[src/rtl/dmux4_seq_pkg.sv]
// dmux4_seq_pkg
// Shared types and constants for the dmux4_seq sequencer and its hold timer.
//   state_t     : sequencer FSM states (IDLE, DRIVE, GAP)
//   CH_W        : channel index width
//   NUM_CH      : number of demux channels
//   STAT_W      : per-channel delivered-ones counter width
//   TMR_W       : hold timer width (HOLD_CYCLES up to 255)
//   chan_onehot : channel index to one-hot chan_done vector
package dmux4_seq_pkg;

  typedef enum logic [1:0] {
    IDLE  = 2'd0,
    DRIVE = 2'd1,
    GAP   = 2'd2
  } state_t;

  localparam int CH_W   = 2;
  localparam int NUM_CH = 4;
  localparam int STAT_W = 8;
  localparam int TMR_W  = 8;

  function automatic logic [NUM_CH-1:0] chan_onehot(input logic [CH_W-1:0] ch);
    return NUM_CH'(1) << ch;
  endfunction

endpackage

[src/rtl/dmux4_hold_timer.sv]
// dmux4_hold_timer
// Loadable down-counter that times the DRIVE dwell of the sequencer.
// Ports:
//   clk      : rising-edge clock
//   reset    : synchronous active-high reset, clears the count
//   load     : load load_val (has priority over dec)
//   load_val : value loaded into the counter
//   dec      : decrement by one; the count stops at zero
//   zero     : high while the count is zero
module dmux4_hold_timer
  import dmux4_seq_pkg::*;
(
  input  logic             clk,
  input  logic             reset,
  input  logic             load,
  input  logic [TMR_W-1:0] load_val,
  input  logic             dec,
  output logic             zero
);

  logic [TMR_W-1:0] cnt;

  always_ff @(posedge clk) begin
    if (reset) begin
      cnt <= '0;
    end else if (load) begin
      cnt <= load_val;
    end else if (dec && (cnt != '0)) begin
      cnt <= cnt - TMR_W'(1);
    end
  end

  assign zero = (cnt == '0);

endmodule

[src/rtl/dmux4_seq.sv]
// dmux4_seq
// Upstream sequencer for a 1-to-4 demux. Accepts one data bit per valid/ready
// handshake, picks a channel (round-robin or addressed), drives s1/s0/dout for
// HOLD_CYCLES cycles, then inserts a one-cycle gap with dout low so the selects
// only ever change while dout is low.
// Optional feature: define DMUX4_SEQ_STATS_EN to build the per-channel
// saturating counters of delivered '1' bits; otherwise stat_cnt0..3 read 0.
// Parameters:
//   HOLD_CYCLES : cycles the bit is driven onto the demux (1..255)
// Ports:
//   clk, reset          : clock, synchronous active-high reset
//   in_valid/in_ready   : upstream handshake; in_data is the bit to route
//   mode, addr          : 0 = round-robin, 1 = use addr; sampled at accept
//   s0, s1, dout        : demux select lines and demux data input
//   busy                : high in DRIVE and GAP
//   chan_done           : one-cycle pulse, bit n = delivery to channel n done
//   stat_cnt0..3        : per-channel count of delivered '1' bits
module dmux4_seq
  import dmux4_seq_pkg::*;
#(
  parameter int HOLD_CYCLES = 4
) (
  input  logic              clk,
  input  logic              reset,
  input  logic              in_valid,
  input  logic              in_data,
  output logic              in_ready,
  input  logic              mode,
  input  logic [CH_W-1:0]   addr,
  output logic              s0,
  output logic              s1,
  output logic              dout,
  output logic              busy,
  output logic [NUM_CH-1:0] chan_done,
  output logic [STAT_W-1:0] stat_cnt0,
  output logic [STAT_W-1:0] stat_cnt1,
  output logic [STAT_W-1:0] stat_cnt2,
  output logic [STAT_W-1:0] stat_cnt3
);

  localparam logic [TMR_W-1:0] HOLD_LOAD = TMR_W'(HOLD_CYCLES - 1);

  state_t            state, state_nxt;
  logic [CH_W-1:0]   rr_ptr;
  logic [CH_W-1:0]   sel_p0, sel_nxt;
  logic              bit_p0;
  logic              mode_p0;
  logic              dout_nxt;
  logic [NUM_CH-1:0] done_nxt;
  logic              accept;
  logic              tmr_load, tmr_dec, tmr_zero;

  // in_ready depends only on the state register, never on in_valid.
  assign in_ready = (state == IDLE);
  assign busy     = (state != IDLE);
  assign accept   = in_valid && in_ready;
  assign {s1, s0} = sel_p0;

  dmux4_hold_timer u_hold_timer (
    .clk      (clk),
    .reset    (reset),
    .load     (tmr_load),
    .load_val (HOLD_LOAD),
    .dec      (tmr_dec),
    .zero     (tmr_zero)
  );

  always_comb begin
    state_nxt = state;
    sel_nxt   = sel_p0;
    dout_nxt  = 1'b0;
    done_nxt  = '0;
    tmr_load  = 1'b0;
    tmr_dec   = 1'b0;
    case (state)
      IDLE: begin
        if (accept) begin
          state_nxt = DRIVE;
          sel_nxt   = mode ? addr : rr_ptr;
          dout_nxt  = in_data;
          tmr_load  = 1'b1;
        end
      end
      DRIVE: begin
        tmr_dec = 1'b1;
        // Counter at zero means the current cycle is the last dwell cycle.
        if (tmr_zero) begin
          state_nxt = GAP;
          done_nxt  = chan_onehot(sel_p0);
        end else begin
          dout_nxt = bit_p0;
        end
      end
      GAP: begin
        state_nxt = IDLE;
      end
      default: begin
        state_nxt = IDLE;
      end
    endcase
  end

  always_ff @(posedge clk) begin
    if (reset) begin
      state     <= IDLE;
      sel_p0    <= '0;
      dout      <= 1'b0;
      chan_done <= '0;
      rr_ptr    <= '0;
      mode_p0   <= 1'b0;
    end else begin
      state     <= state_nxt;
      sel_p0    <= sel_nxt;
      dout      <= dout_nxt;
      chan_done <= done_nxt;
      if (accept) begin
        mode_p0 <= mode;
      end
      if ((state == GAP) && !mode_p0) begin
        rr_ptr <= rr_ptr + CH_W'(1);
      end
    end
  end

  // Latched data bit; meaningless outside DRIVE/GAP so it needs no reset.
  always_ff @(posedge clk) begin
    if (accept) begin
      bit_p0 <= in_data;
    end
  end

`ifdef DMUX4_SEQ_STATS_EN
  function automatic logic [STAT_W-1:0] sat_inc(input logic [STAT_W-1:0] v);
    return (v == '1) ? v : v + STAT_W'(1);
  endfunction

  logic [STAT_W-1:0] stat_q [NUM_CH];

  always_ff @(posedge clk) begin
    if (reset) begin
      for (int n = 0; n < NUM_CH; n++) begin
        stat_q[n] <= '0;
      end
    end else if ((state == GAP) && bit_p0) begin
      stat_q[sel_p0] <= sat_inc(stat_q[sel_p0]);
    end
  end

  assign stat_cnt0 = stat_q[0];
  assign stat_cnt1 = stat_q[1];
  assign stat_cnt2 = stat_q[2];
  assign stat_cnt3 = stat_q[3];
`else
  assign stat_cnt0 = '0;
  assign stat_cnt1 = '0;
  assign stat_cnt2 = '0;
  assign stat_cnt3 = '0;
`endif

endmodule

[config.mk]
export PLATFORM = sky130hd
export DESIGN_NAME = dmux4_seq
export DESIGN_NICKNAME = d
export VERILOG_FILES = /design/src/rtl/dmux4_seq_pkg.sv /design/src/rtl/dmux4_hold_timer.sv /design/src/rtl/dmux4_seq.sv
export SDC_FILE = /design/constraint.sdc
export NUM_CORES = 1
export LEC_CHECK = 0
export ABC_AREA = 0
export CORE_MARGIN = 2
export CORE_UTILIZATION = 41
export CTS_CLUSTER_SIZE = 25
export DETAILED_ROUTE_END_ITERATION = 7
export GPL_TIMING_DRIVEN = 0
export PLACE_DENSITY = 0.84
export SYNTH_ARGS = -nofsm -noshare
export SYNTH_HDL_FRONTEND = slang
export SYNTH_SLANG_ARGS = --single-unit
export TNS_END_PERCENT = 20
[constraint.sdc]
create_clock -name clk -period 2.7 [get_ports clk]
set_clock_uncertainty 0.2 [all_clocks]
set_input_delay 0.27 -clock clk [delete_from_list [all_inputs] [get_ports clk]]
set_output_delay 0.27 -clock clk [all_outputs]
set_load 0.05 [all_outputs]
==> results of run 1 <==
[synthesized netlist by cell type, types with 2 or more instances]
cell / n / area [µm²]
nand2_1: 2 / 7.51
or3_1: 2 / 12.5
ha_1: 2 / 25.0
o21ai_0: 3 / 15.0
dfxtp_1: 20 / 400
a211oi_1: 3 / 22.5
nor2_1: 15 / 56.3
nor3_1: 4 / 20.0
a21oi_1: 2 / 10.0
inv_1: 3 / 11.3
mux2i_1: 3 / 30.0
or4_1: 2 / 15.0
xor2_1: 5 / 43.8
clkbuf_1: 3 / 11.3
nor3b_1: 2 / 15.0
o211ai_1: 2 / 15.0
nor2b_1: 2 / 12.5
buf_4: 32 / 240
[per-stage QoR]
stage / cells / setup slack [ns] / hold slack (ns) / util / cell area, µm²
2_1_floorplan: 157 / 0.624 / 0.169 / - / 1240
3_3_place_gp: 202 / 0.612 / 0.266 / 0.560 / 1430
3_5_place_dp: 202 / 0.600 / 0.276 / 0.560 / 1430
4_1_cts: 206 / 0.325 / 0.305 / 0.570 / 1450
5_1_grt: 206 / 0.216 / 0.335 / 0.570 / 1450
6_report: 206 / 0.341 / 0.305 / 0.570 / 1450
[layer usage]
layer / up-vias / GRT usage
met1: 384 / 0.153
met4: 0 / 0.0442
met3: 2 / 0.0461
li1: 463 / -
met5: - / 0
met2: 25 / 0.220
[worst min-delay path by stage]
| stage | startpoint | to | slack (ns) |
|---|---|---|---|
| 2_1_floorplan | in_data | bit_p0 | 0.17 |
| 4_1_cts | u_hold_timer.cnt[4] | u_hold_timer.cnt[4] | 0.31 |
| 5_1_grt | u_hold_timer.cnt[7] | u_hold_timer.cnt[7] | 0.34 |
| 3_3_place_gp | sel_p0[1] | chan_done[1] | 0.27 |
| 3_5_place_dp | sel_p0[1] | chan_done[1] | 0.28 |
| 6_report | u_hold_timer.cnt[4] | u_hold_timer.cnt[4] | 0.30 |
[cell type report]
class / count / area (µm²)
plain buffers: 36 / 256
multi-input cells: 96 / 536
repair buffers: 15 / 150
well taps: 30 / 37.5
fillers: 243 / 1090
inverters: 4 / 15.0
flip-flops and latches: 21 / 430
clock buffers: 4 / 26.3
[cell families (layout without fill, tap and decap cells)]
group           after synthesis  count (layout)  share of synthesized area
compound gates               18              18                      0.114
xor+xnor                      5               5                     0.0391
fa+ha+maj                     2               2                     0.0223
buf+inv                      40              59                      0.242
flops                        21              21                      0.384
mux                           3               3                     0.0268
other cells                   1              32                    0.00335
simple gates                 36              36                      0.169
[power by group]
part,internal (W),leakage (nW),total (W),switching [W]
Clock,0.0000576,0.0150,0.000148,0.0000901
Sequential,0.000335,0.173,0.000355,0.0000201
Combinational,0.000106,0.508,0.000322,0.000216
Total,0.000498,0.696,0.000825,0.000326
[sequential cells by signal, summed over array words and instances, names as in the netlist]
signal and count:
rr_ptr 2, dout 1, state 2, chan_done 4, u_hold_timer.cnt 8, mode_p0 1
bit_p0 1, sel_p0 2
[worst reg2reg max path, cell delays in order (launching register included)]
cell and delay [ns]:
dfxtp_1 0.36, or4_1 0.51, buf_2 0.17, or2_1 0.25, or3_4 0.39, inv_2 0.07, and3_1 0.14
==> results.toml, run 1 <==
[cells_and_area]
syn_to_final_growth_pct = 29.5
final_cell_mix = "buf_4 (32), conb_1 (32), dfxtp_1 (20), nor2_1 (15), clkdlybuf4s50_1 (15)"
antenna_cells_inserted = 0
drive_above_1_share = 0.222
layout.nets = 186

[run]
max-cap-violations = 0

[clock_tree]
number_of_clock_sinks_seen_by_cts = 21
cts_root_buffer = "clkbuf_4"
cts.path.max_buffers = 2
cts_repair_resize_count = 0
post-cts-setup-buffer-count = 0
cts_hold_buffers = 0
cts_buffers = 3
cts.clk_slew.worst_paths_ns = 0.11
htree_num_levels = 1
cts_tree = "done"
clk-insertion-delay-late_ns = 0.30

[timing]
min_period_over_period = 0.874
slew_violations = 0
hold_viol_final = 0
setup_total_negative_slack_ns = 0
grt_setup_unrepaired = "no"
worst_slew_margin_rel = 0.664
achievable-frequency_mhz = 424
final.min_clock_period_ns = 2.36
setup_violations = 0
worst_slew_pin_slew_ns = 0.503

[floorplanning]
core_area_um2 = 2540
fp-row-count = 18
floorplan.io_pins = 48
die_area_um2 = 3170
dieHeight_um = 56.3
die_w_um = 56.3
floorplan.initialDensity = 0.441

[synth]
post_synth_instance_area_um2 = 1120
synthesis.area_per_instance_um2 = 8.90
synth.yosys.seq_area_share = 0.384
netlist-cell-type-count = 37
synth_enable_flop_cells = 1
synthFlopType = "dfxtp_1"
async_flop_share = 0
yosysWarnings = 0
number_of_instances_in_the_synthesized_netlist = 126
synth.ff_latch_count = 21

[worst_setup_path]
timing.rr.end = "chan_done[3]"
crit_buf_inv = 3
critical_path_cell_count = 4
path_max_fanout = 9
path_delay_family = "buffers and inverters"
worst_setup_path_start_kind = "flop"
worstSetupStartpoint = "state[1]"
cpPeakStageDelay_ns = 0.79
r2r-start = "u_hold_timer.cnt[5]"
timing.critical_path.arrival_ns = 1.89
r2r_setup_slack_ns = 0.57
worst_setup_path_end_kind = "output pin"
start_to_end_type_of_the_worst_setup_path = "reg -> out"
rr_worst_depth = 6
worst_path_max_delay_cell = "clkdlybuf4s50_1"
cp-endpoint = "busy"
worstPathCellList = "clkbuf_1 > nor2_1 > inv_1 > clkdlybuf4s50_1"
timing.critical_path.required_ns = 2.23

[drt]
routed-wl-met3_um = 124
via_per_inst = 4.24
drt_pre_antenna_iters = 4
route.vias.total = 874
drt_first_iter_violations = 9
wl_per_cell_um = 9.24
postRouteWirelength_um = 1900
wirelength_met1_um = 815
number_of_routed_nets_with_antenna_violations = 0
top_layer_used = "met4"
met2WireLength_um = 942
drt_drc_violations_left = 0

[power]
power-per-cell-area_nw_per_um2 = 568
ir_worst_vdd_v = 0.000516
p_leak_nw = 0.696
total_power_w = 0.000825

[global_routing]
groute.usage.overall = 0.130
global_route.overflow_total = 0
grt_start_max_net_pins = 12
wire_length_of_the_first_global_routing_pass_um = 3280
antenna_found_initial = 0
grt_pass1_vias = 781

[place]
routabilityCongestion = 0.815
io_buffers = 15
hpwlAfterDp_um = 1530

[outcome]
result_of_the_run = "completed"

[worst_hold_path]
worst_hold_path_type = "reg -> reg"
hold_depth = 2
(Power assumes the default switching activity.)
==> inputs of run 2 (changes only) <==
Settings changed: ABC_AREA 0 to 1, CORE_UTILIZATION 41 to 43, PLACE_DENSITY 0.84 to 0.85.
==> run 2 against run 1 <==
Critical path depth fell by 2. Sequential power rose by 1%. Die area rose by 5.7%. Core utilization rose by 0.27 points. Synthesized cell count rose by 33%. Clock-buffer cell count fell by 1. Via count rose by 17%. Critical endpoint is now in_ready. Largest power group is now combinational logic.
==> results.toml, run 2 <==
[synth]
synthTopCellsByArea = "dfxtp_1 (32%), buf_4 (19%), nand2_1 (7.5%), nor2_1 (6.9%), a21oi_1 (5.6%)"
synth_commonest_cells = "buf_4 (32), nand2_1 (25), nor2_1 (23), dfxtp_1 (20)"
synthesis.area_per_instance_um2 = 7.43
synth_enable_flop_cells = 1
yosysWarnings = 0
synth.most_common_cell = "buf_4"
synthFlopType = "dfxtp_1"
synth.ff_latch_count = 21
netlist-cell-type-count = 24
async_flop_share = 0
post_synth_instance_area_um2 = 1250
synth.yosys.seq_area_share = 0.345
synth_top_cell_area_share = 0.321
netlist.top_cell.by_area = "dfxtp_1"
number_of_instances_in_the_synthesized_netlist = 168

[global_routing]
antenna_found_initial = 0
wire_length_of_the_first_global_routing_pass_um = 3300
global_route.overflow_total = 0
grt_start_max_net_pins = 13
groute.usage.overall = 0.123
grt_pass1_vias = 834

[drt]
wl_per_cell_um = 8.05
routed-wl-met3_um = 105
drt_pre_antenna_iters = 2
top_layer_used = "met3"
route.vias.total = 1021
number_of_routed_nets_with_antenna_violations = 0
drt_drc_violations_left = 0
postRouteWirelength_um = 2010
drt_first_iter_violations = 4
wirelength_met1_um = 918
via_per_inst = 4.10
met2WireLength_um = 981

[worst_setup_path]
rr_worst_depth = 8
start_to_end_type_of_the_worst_setup_path = "reg -> out"
worstPathCellList = "nor2_2 > clkdlybuf4s50_1"
timing.critical_path.required_ns = 2.23
worst_setup_path_end_kind = "output pin"
worst_setup_path_start_kind = "flop"
path_max_fanout = 3
crit_buf_inv = 1
cpPeakStageDelay_ns = 0.83
timing.critical_path.arrival_ns = 1.68
worst_path_max_delay_cell = "clkdlybuf4s50_1"
timing.rr.end = "u_hold_timer.cnt[0]"
r2r_setup_slack_ns = 1.17
path_delay_family = "buffers and inverters"
r2r-start = "u_hold_timer.cnt[1]"

[clock_tree]
cts_buffers = 3
number_of_clock_sinks_seen_by_cts = 21
cts_repair_resize_count = 0
cts_hold_buffers = 0
clk-insertion-delay-late_ns = 0.31
cts_tree = "done"
cts.path.max_buffers = 2
cts_root_buffer = "clkbuf_4"
cts.clk_slew.worst_paths_ns = 0.13
htree_num_levels = 1
post-cts-setup-buffer-count = 0

[power]
total_power_w = 0.000935
power_frac_clock = 0.166
swShare = 0.439
p_sw_w = 0.000410
power_report.internal_total_w = 0.000525
share_seq_of_total_power = 0.384
power-per-cell-area_nw_per_um2 = 592
ir_worst_vdd_v = 0.000379
combinationalPowerShare = 0.451
p_leak_nw = 0.769

[timing]
achievable-frequency_mhz = 466
final.min_clock_period_ns = 2.15
timing.hold.ws_ns = 0.295
worst_slew_margin_rel = 0.668
hold_viol_final = 0
setup_total_negative_slack_ns = 0
setup_violations = 0
slew_violations = 0
worst_slew_pin_slew_ns = 0.497
min_period_over_period = 0.795
grt_setup_unrepaired = "no"

[run]
max-cap-violations = 0

[worst_hold_path]
worst_hold_path_type = "reg -> reg"
hold_path_startpoint = "sel_p0[0]"
whs_endpoint = "chan_done[2]"
hold_depth = 1

[cells_and_area]
final_cell_mix = "buf_4 (32), conb_1 (32), nand2_1 (25), nor2_1 (23), dfxtp_1 (20)"
final_cell_count_without_fillers = 249
registers.top_by_ff_count = "u_hold_timer.cnt"
drive_above_1_share = 0.257
syn_to_final_growth_pct = 26.7
antenna_cells_inserted = 0
fill_cells = 260
reg_top3 = "u_hold_timer.cnt: 8 flops, chan_done: 4 flops"
number_of_flip_flops_under_the_largest_register_name = 8
post_route_cell_area_um2 = 1580
layout.nets = 228

[outcome]
result_of_the_run = "completed"

[place]
dpl_cell_area_um2 = 1550
hpwlAfterDp_um = 1590
place_inst = 245
io_buffers = 15
routabilityCongestion = 0.755

[floorplanning]
die_w_um = 57.9
dieHeight_um = 57.9
die_area_um2 = 3350
fp-row-count = 19
floorplan.initialDensity = 0.452
floorplan.io_pins = 48
core_area_um2 = 2760
-- run 2: cell types whose count changed after synthesis, moves of 5 or more --
| cell | change |
|---|---|
| nand2_1 | +23 |
| nand2_2 | +5 |
| xor2_1 | -5 |
| inv_1 | +11 |
| a21oi_1 | +12 |
| nor2_1 | +8 |
-- run 2: logic make-up (layout without fill, tap and decap cells) --
group,count (synthesis),in the layout,share of synthesized area
adder cells (fa/ha/maj),2,2,0.0201
other,1,32,0.00301
AND/OR/NAND/NOR,68,68,0.270
AO/OA/AOI/OAI,25,25,0.111
flip-flops,21,21,0.345
buffers and inverters,51,70,0.251
-- run 2: layout make-up --
class,count,area (µm²),share of cell area
multi-input combinational,127,621,0.393
sequential,21,430,0.272
buffer,32,240,0.152
timing repair buffer,15,150,0.0950
inverter,19,72.6,0.0459
tap,31,38.8,0.0245
clock buffer,3,22.5,0.0143
clock inverter,1,5.00,0.00317
-- run 2: power by group through the flow --
stage / logic [W] / clock network, W / registers (W)
after floorplan: 0.000335 / 0 / 0.000384
after global routing: 0.000461 / 0.000170 / 0.000362
after detailed placement: 0.000421 / 0 / 0.000365
final: 0.000421 / 0.000155 / 0.000359
after CTS: 0.000423 / 0.000161 / 0.000358
after global placement: 0.000416 / 0 / 0.000365
-- run 2: per-stage QoR --
| step | util | setup slack (ns) |
|---|---|---|
| 6_report | 0.573 | 0.555 |
| 5_1_grt | 0.573 | 0.484 |
| 3_3_place_gp | 0.563 | 0.901 |
| 4_1_cts | 0.573 | 0.533 |
| 3_5_place_dp | 0.563 | 0.898 |
| 2_1_floorplan | - | 1.01 |
-- run 2: worst max-delay path by stage --
| stage | slack (ns) | to | cells after the start | start |
|---|---|---|---|---|
| 4_1_cts | 0.53 | in_ready | 2 | state[1] |
| 5_1_grt | 0.48 | in_ready | 2 | state[1] |
| 6_report | 0.55 | in_ready | 2 | state[1] |
| 3_5_place_dp | 0.90 | in_ready | 2 | state[1] |
| 3_3_place_gp | 0.90 | in_ready | 2 | state[1] |
| 2_1_floorplan | 1.01 | busy | 2 | state[1] |
-- run 2: routing by layer --
metal	vias to the layer above	track usage
met5	-	0
met4	0	0.0299
met3	0	0.0201
met2	27	0.209
met1	430	0.162
li1	564	-
-- run 2: worst register-to-register path, cell delays in order (launching register included) --
cell	delay (ns)
dfxtp_1	0.39
inv_1	0.07
ha_1	0.19
nand2_2	0.12
nor2_2	0.07
nor2_4	0.18
nor2_1	0.06
nor2_1	0.10
nor2_1	0.04
